## src/rtl/tap_delay_pkg.sv

```systemverilog
`default_nettype none
// ============================================================================
//  Module      : tap_delay_pkg
//  Description : Shared defaults and fill-counter width helper for the tapped
//                delay line.
//  Revision    : 1.0 - initial release
// ============================================================================
package tap_delay_pkg;

    localparam int DEFAULT_BW    = 9;
    localparam int DEFAULT_DEPTH = 8;

    // Width needed to count 0..depth inclusive.
    function automatic int fill_width(input int depth);
        return $clog2(depth + 1);
    endfunction

endpackage : tap_delay_pkg
`default_nettype wire

```

## src/rtl/tap_delay_line_delay_stage.sv

```systemverilog
`default_nettype none
// ============================================================================
//  Module      : delay_stage
//  Description : One BW-wide storage stage of the delay line with clock
//                enable and synchronous clear.
//  Revision    : 1.0 - initial release
// ============================================================================
module delay_stage
    import tap_delay_pkg::*;
#(
    parameter int BW = DEFAULT_BW
) (
    input  logic          CLK,
    input  logic          RESET,
    input  logic          en,
    input  logic          clr,
    input  logic [BW-1:0] d,
    output logic [BW-1:0] q
);

    // Clear wins over enable; otherwise load on enable, else hold.
    always_ff @(posedge CLK) begin
        if (RESET || clr) begin
            q <= '0;
        end else if (en) begin
            q <= d;
        end
    end

endmodule : delay_stage
`default_nettype wire

```

## src/rtl/tap_delay_line.sv

```systemverilog
`default_nettype none
// ============================================================================
//  Module      : tap_delay_line
//  Description : DEPTH-stage shift register with per-stage taps, fill counter,
//                primed flag and a valid strobe for samples leaving a fully
//                primed line.
//  Revision    : 1.0 - initial release
// ============================================================================
module tap_delay_line
    import tap_delay_pkg::*;
#(
    parameter  int BW    = DEFAULT_BW,
    parameter  int DEPTH = DEFAULT_DEPTH,
    localparam int CW    = fill_width(DEPTH)
) (
    input  logic                CLK,
    input  logic                RESET,
    input  logic [BW-1:0]       din,
    input  logic                din_valid,
    input  logic                flush,
    output logic [DEPTH*BW-1:0] taps,
    output logic [BW-1:0]       dout,
    output logic                dout_valid,
    output logic                primed,
    output logic [CW-1:0]       fill_count
);

    localparam logic [CW-1:0] C_FULL     = CW'(DEPTH);
    localparam logic [CW-1:0] C_PRE_FULL = CW'(DEPTH - 1);

    // Parameter sanity checks at elaboration time.
    if (DEPTH < 2) begin : g_bad_depth
        $fatal(1, "tap_delay_line: DEPTH must be >= 2");
    end
    if (BW < 1) begin : g_bad_bw
        $fatal(1, "tap_delay_line: BW must be >= 1");
    end

    logic [BW-1:0] stage_q [DEPTH];

    // Stage 0 takes din; every later stage takes its predecessor.
    for (genvar k = 0; k < DEPTH; k++) begin : g_stage
        logic [BW-1:0] stage_d;
        if (k == 0) begin : g_head
            assign stage_d = din;
        end else begin : g_body
            assign stage_d = stage_q[k-1];
        end

        delay_stage #(
            .BW (BW)
        ) u_stage (
            .CLK   (CLK),
            .RESET (RESET),
            .en    (din_valid),
            .clr   (flush),
            .d     (stage_d),
            .q     (stage_q[k])
        );

        assign taps[k*BW +: BW] = stage_q[k];
    end

    assign dout = stage_q[DEPTH-1];

    // Fill counter saturates at DEPTH; primed and dout_valid are registered
    // from the post-shift fill level so they never glitch.
    always_ff @(posedge CLK) begin
        if (RESET || flush) begin
            fill_count <= '0;
            primed     <= 1'b0;
            dout_valid <= 1'b0;
        end else if (din_valid) begin
            if (fill_count != C_FULL) begin
                fill_count <= fill_count + 1'b1;
            end
            primed     <= (fill_count >= C_PRE_FULL);
            dout_valid <= (fill_count >= C_PRE_FULL);
        end else begin
            dout_valid <= 1'b0;
        end
    end

endmodule : tap_delay_line
`default_nettype wire
```

## config.mk

```make
export PLATFORM = sky130hd
export DESIGN_NAME = tap_delay_line
export DESIGN_NICKNAME = d
export VERILOG_FILES = /design/src/rtl/tap_delay_pkg.sv /design/src/rtl/tap_delay_line_delay_stage.sv /design/src/rtl/tap_delay_line.sv
export SDC_FILE = /design/constraint.sdc
export NUM_CORES = 1
export LEC_CHECK = 0
export ABC_AREA = 1
export CAP_MARGIN = 20
export CORE_MARGIN = 5
export CORE_UTILIZATION = 35
export DETAILED_ROUTE_END_ITERATION = 8
export HOLD_SLACK_MARGIN = 0.02
export PLACE_DENSITY = 0.7
export SYNTH_ARGS = -nofsm -noshare
export SYNTH_HDL_FRONTEND = slang
export SYNTH_SLANG_ARGS = --single-unit
```

## constraint.sdc

```tcl
create_clock -name CLK -period 3.41 [get_ports CLK]
set_clock_uncertainty 0.1 [all_clocks]
set_input_delay 0.682 -clock CLK [delete_from_list [all_inputs] [get_ports CLK]]
set_output_delay 0.682 -clock CLK [all_outputs]
set_load 0.03 [all_outputs]
```

# Word-level counts from Yosys, hierarchy flattened

Cells that the tools add are included.

Flip-flop bits (word level): 78
Bits of input ports: 13
Output and inout bits: 87
Logic and storage cells: 18

Add/sub/neg operators: 1
Magnitude comparators: 1
Equal/unequal tests: 1
Bitwise gates (word level): 1
Reductions and logical operators: 3

Operator list:

| operator              | number |
|---|---|
| $add A4 B1 Y4 const B | 1 |
| $ge A4 B3 Y1 const B  | 1 |
| $ne A4 B4 Y1 const B  | 1 |
| $reduce_and A2 Y1     | 1 |
| $reduce_or A2 Y1      | 1 |
| $logic_or A1 B1 Y1    | 1 |
| $not A1 Y1            | 1 |

# Depth between registers and ports, before layout

Depth after elaboration: 2
Mapped depth: 7
Depth with buffers taken out: 7

# By module

From an unflattened synthesis, not the netlist that was laid out.

Cells, all modules: 509
Area total of the unflattened synthesis: 3,839.9 um^2

Modules (own cells, without submodules):

| module         | times used | cells an instance | area an instance (um^2) | seq. area each (um^2) |
|---|---|---|---|---|
| delay_stage    | 8          | 57                | 432.9                   | 180.2 |
| tap_delay_line | 1          | 53                | 376.6                   | 120.1 |

# Worst setup path before layout

OpenSTA, ideal clock, no wires.

Path kind: reg-to-output
From: register g_stage[7].u_stage.q[0]
To: output taps[63]
Data arrival time: 0.719 ns
Data required time: 2.628 ns
Slack: 1.909 ns
Cell stages (with the launch flop): 2
Path buffers: 1
Cells stage by stage: dfxtp_1 buf_4

RTL lines:

| what                   | line                             | RTL |
|---|---|---|
| start, declared        | tap_delay_line_delay_stage.sv:18 | `output logic [BW-1:0] q` |
| start signal, assigned | tap_delay_line_delay_stage.sv:24 | `q <= '0;` |
| start signal, assigned | tap_delay_line_delay_stage.sv:26 | `q <= d;` |
| end, declared          | tap_delay_line.sv:21             | `output logic [DEPTH*BW-1:0] taps,` |

No word-level cell between the ends.

# Final worst setup path

From: register fill_count[3]
To: output fill_count[3]

RTL lines:

| what                   | line                 | RTL |
|---|---|---|
| start, declared        | tap_delay_line.sv:25 | `output logic [CW-1:0] fill_count` |
| start signal, assigned | tap_delay_line.sv:75 | `fill_count <= fill_count + 1'b1;` |

No word-level cell between the ends.

==> qor.csv <==
metric;value;unit
P&R area growth vs syn;38.9;%
reg2reg path depth;6;
clock-pin slew of the registers on the worst-case setup and hold paths;80;ps
Die W;100;µm
status;finished clean;
Final setup viols;0;
P_leak;1.28;nW
Iter 0 DRT Violations;75;
Final period util;65.9;%
P_sw;0.392;mW
drt total wl;6770;µm
Critical Path RT;2630;ps
Min-Delay Endpoint;g_stage[3].u_stage.q[8];
sequential element share of the synthesized area;54.6;%
Hold Startpoint;g_stage[2].u_stage.q[8];
switching share of power;22.4;%
first-pass GRT wire length;10900;µm
largest net degree at the start of global routing;74;
initial antenna violation count;0;
Yosys cell types;18;
diode count;0;
dpl cell area;3760;µm²
Cells after Synth;355;
Global Route Usage Sum;13.4;%
nets;451;
PostCTS Resize Cnt;0;
CP max FO;5;
DRC;0;
drt pass-1 iters;4;
sequential share of power;52.6;%
met2 Use GR;21.5;%
htree depth;3;
Initial Utilization;35.4;%
Slew headroom;29.8;%
family with the most delay on the worst path;buffers and inverters;
number of global-route vias before repair;2325;
PD cells;441;nW/µm²
Total Negative Setup Slacks;0;ps
total die area;10100;µm²
Synth warnings;0;
CP Launch Type;register;
number of routed nets with antenna violations;0;
TritonCTS Buffers;9;
Clk network pwr share;41.8;%
layout cells sized above 1;5.22;%
Root Driver;clkbuf_8;
GRT met3 Usage;5.00;%
internal cell power;1.36;mW
slowest stage cell on the critical path;clkdlybuf4s50_1;
Post-CTS Hold Buffers;0;
Fmax achieved;0.445;GHz
hpwl dp;4580;µm
postcts setup bufs;0;
combinational share of power;5.6;%
#FFs+latches synth;78;
Syn Nets;370;
worst-margin pin slew;1050;ps
IO Count;100;
Die H;100;µm
Core Region;8090;µm²
Critical Path AT;1470;ps
Worst-Skew Late Latency;340;ps
gr ovfl total;0;
crit path capture type;output pin;
grt peak-use layer;met2;
CTS sink cnt;78;
worst hold path depth;2;
vias;2522;
CP Buf/Inv Count;1;
R2R Path End;fill_count[0];
max-slew violations;0;
RSZ-0062 raised after global routing;no;
synthesized area per cell;8.06;µm²
design area;3980;µm²
GP Congestion;0.734;
Clock Tree Buf Depth;2;
max cap viols;0;
crit path kind;reg -> out;
R2R Setup Slk;2080;ps
Worst VDD drop;0.000220;V
Rows;33;
reg2reg start;fill_count[0];
WL/cell;12.4;µm
worst min-delay path category;reg -> reg;
I/O Buffers;99;
max incr delay on CP;710;ps
Critical Path, Cell by Cell;clkdlybuf4s50_1;
met1 Resource Use GR;16.3;%
CTS tree;done;
fin crit period;2250;ps
Hold Violations, Final;0;
Mapped Area;2860;µm²
vias per cell;4.62;
==> cell usage in the layout, fill, tap and decap left out <==
cell,instances
nor2_1,7
nor2_2,1
buf_2,1
inv_2,3
nand3_1,5
o21ai_0,6
nand3_2,1
ha_1,2
o21ai_1,3
buf_4,2
bufinv_16,2
xor2_1,1
nand2_1,134
clkinv_4,1
o22ai_1,3
nand4_1,1
a21oi_1,68
clkinvlp_4,1
clkinv_2,2
clkdlybuf4s50_1,98
inv_1,11
clkbuf_1,1
dfxtp_1,78
clkbuf_8,9
==> per-stage QoR <==
stage	worst slack, ps	std cells	utilization [%]	power (mW)	hold WS, ps
finish	1160	546	49.1	1.75	371
global route	1070	546	49.1	1.84	390
CTS	1140	546	49.1	1.78	373
detailed placement	922	530	46.5	1.04	368
global placement	964	530	46.5	1.04	363
floorplan	1910	355	-	1.02	488
==> area by class of cell <==
class / instances / area (µm²)
Timing Repair Buffer: 101 / 1000
Clock buffer: 10 / 128
Tap cell: 105 / 131
Fill cell: 813 / 4120
Clock inverter: 6 / 86.3
Sequential cell: 78 / 1560
Multi-Input combinational cell: 232 / 1010
Inverter: 14 / 52.6
==> worst max-delay path by stage <==
stage                                       start                 endpoint  slack [ps]  cells after the start
after detailed placement                    flush  g_stage[1].u_stage.q[3]         920                      4
after CTS                           fill_count[3]            fill_count[3]        1140                      1
after global placement                      flush  g_stage[4].u_stage.q[7]         960                      4
after floorplan           g_stage[7].u_stage.q[0]                 taps[63]        1910                      1
after global routing                fill_count[2]            fill_count[2]        1070                      1
final                               fill_count[3]            fill_count[3]        1160                      1
==> sequential cells by signal (all words and copies together) (netlist names) <==
name and count:
g_stage.u_stage.q 72, fill_count 4, dout_valid 1, primed 1
==> cell families (layout without fill, tap and decap cells) <==
kind of cell	count (synthesis)	in the layout	share of synthesized area, %
AND/OR/NAND/NOR	149	149	20.2
adder cells (fa/ha/maj)	2	2	0.874
buffers and inverters	45	131	9.97
AO/OA/AOI/OAI	80	80	14.1
XOR/XNOR	1	1	0.306
flip-flops	78	78	54.6
==> synthesized netlist by cell type (all sizes together) <==
cell / instances / area, µm²
nand4: 1 / 6.26
inv: 14 / 52.6
xor2: 1 / 8.76
o21ai: 9 / 45.0
nand2: 134 / 503
nor2: 8 / 32.5
ha: 2 / 25.0
a21oi: 68 / 340
o22ai: 3 / 18.8
buf: 31 / 233
dfxtp: 78 / 1560
nand3: 6 / 35.0
==> per-layer routing <==
layer | wire, µm | vias up
met5 | 0 | -
met2 | 3010 | 78
met1 | 3080 | 1147
met3 | 569 | 9
li1 | - | 1288
met4 | 106 | 0
==> power by group through the flow <==
stage / Clock [mW] / Combinational [mW] / Sequential (mW)
2_1_floorplan: 0 / 0.0596 / 0.956
3_3_place_gp: 0 / 0.0992 / 0.943
3_5_place_dp: 0 / 0.100 / 0.944
4_1_cts: 0.761 / 0.101 / 0.922
5_1_grt: 0.804 / 0.108 / 0.923
6_report: 0.732 / 0.0987 / 0.922
(Power assumes the default switching activity.)
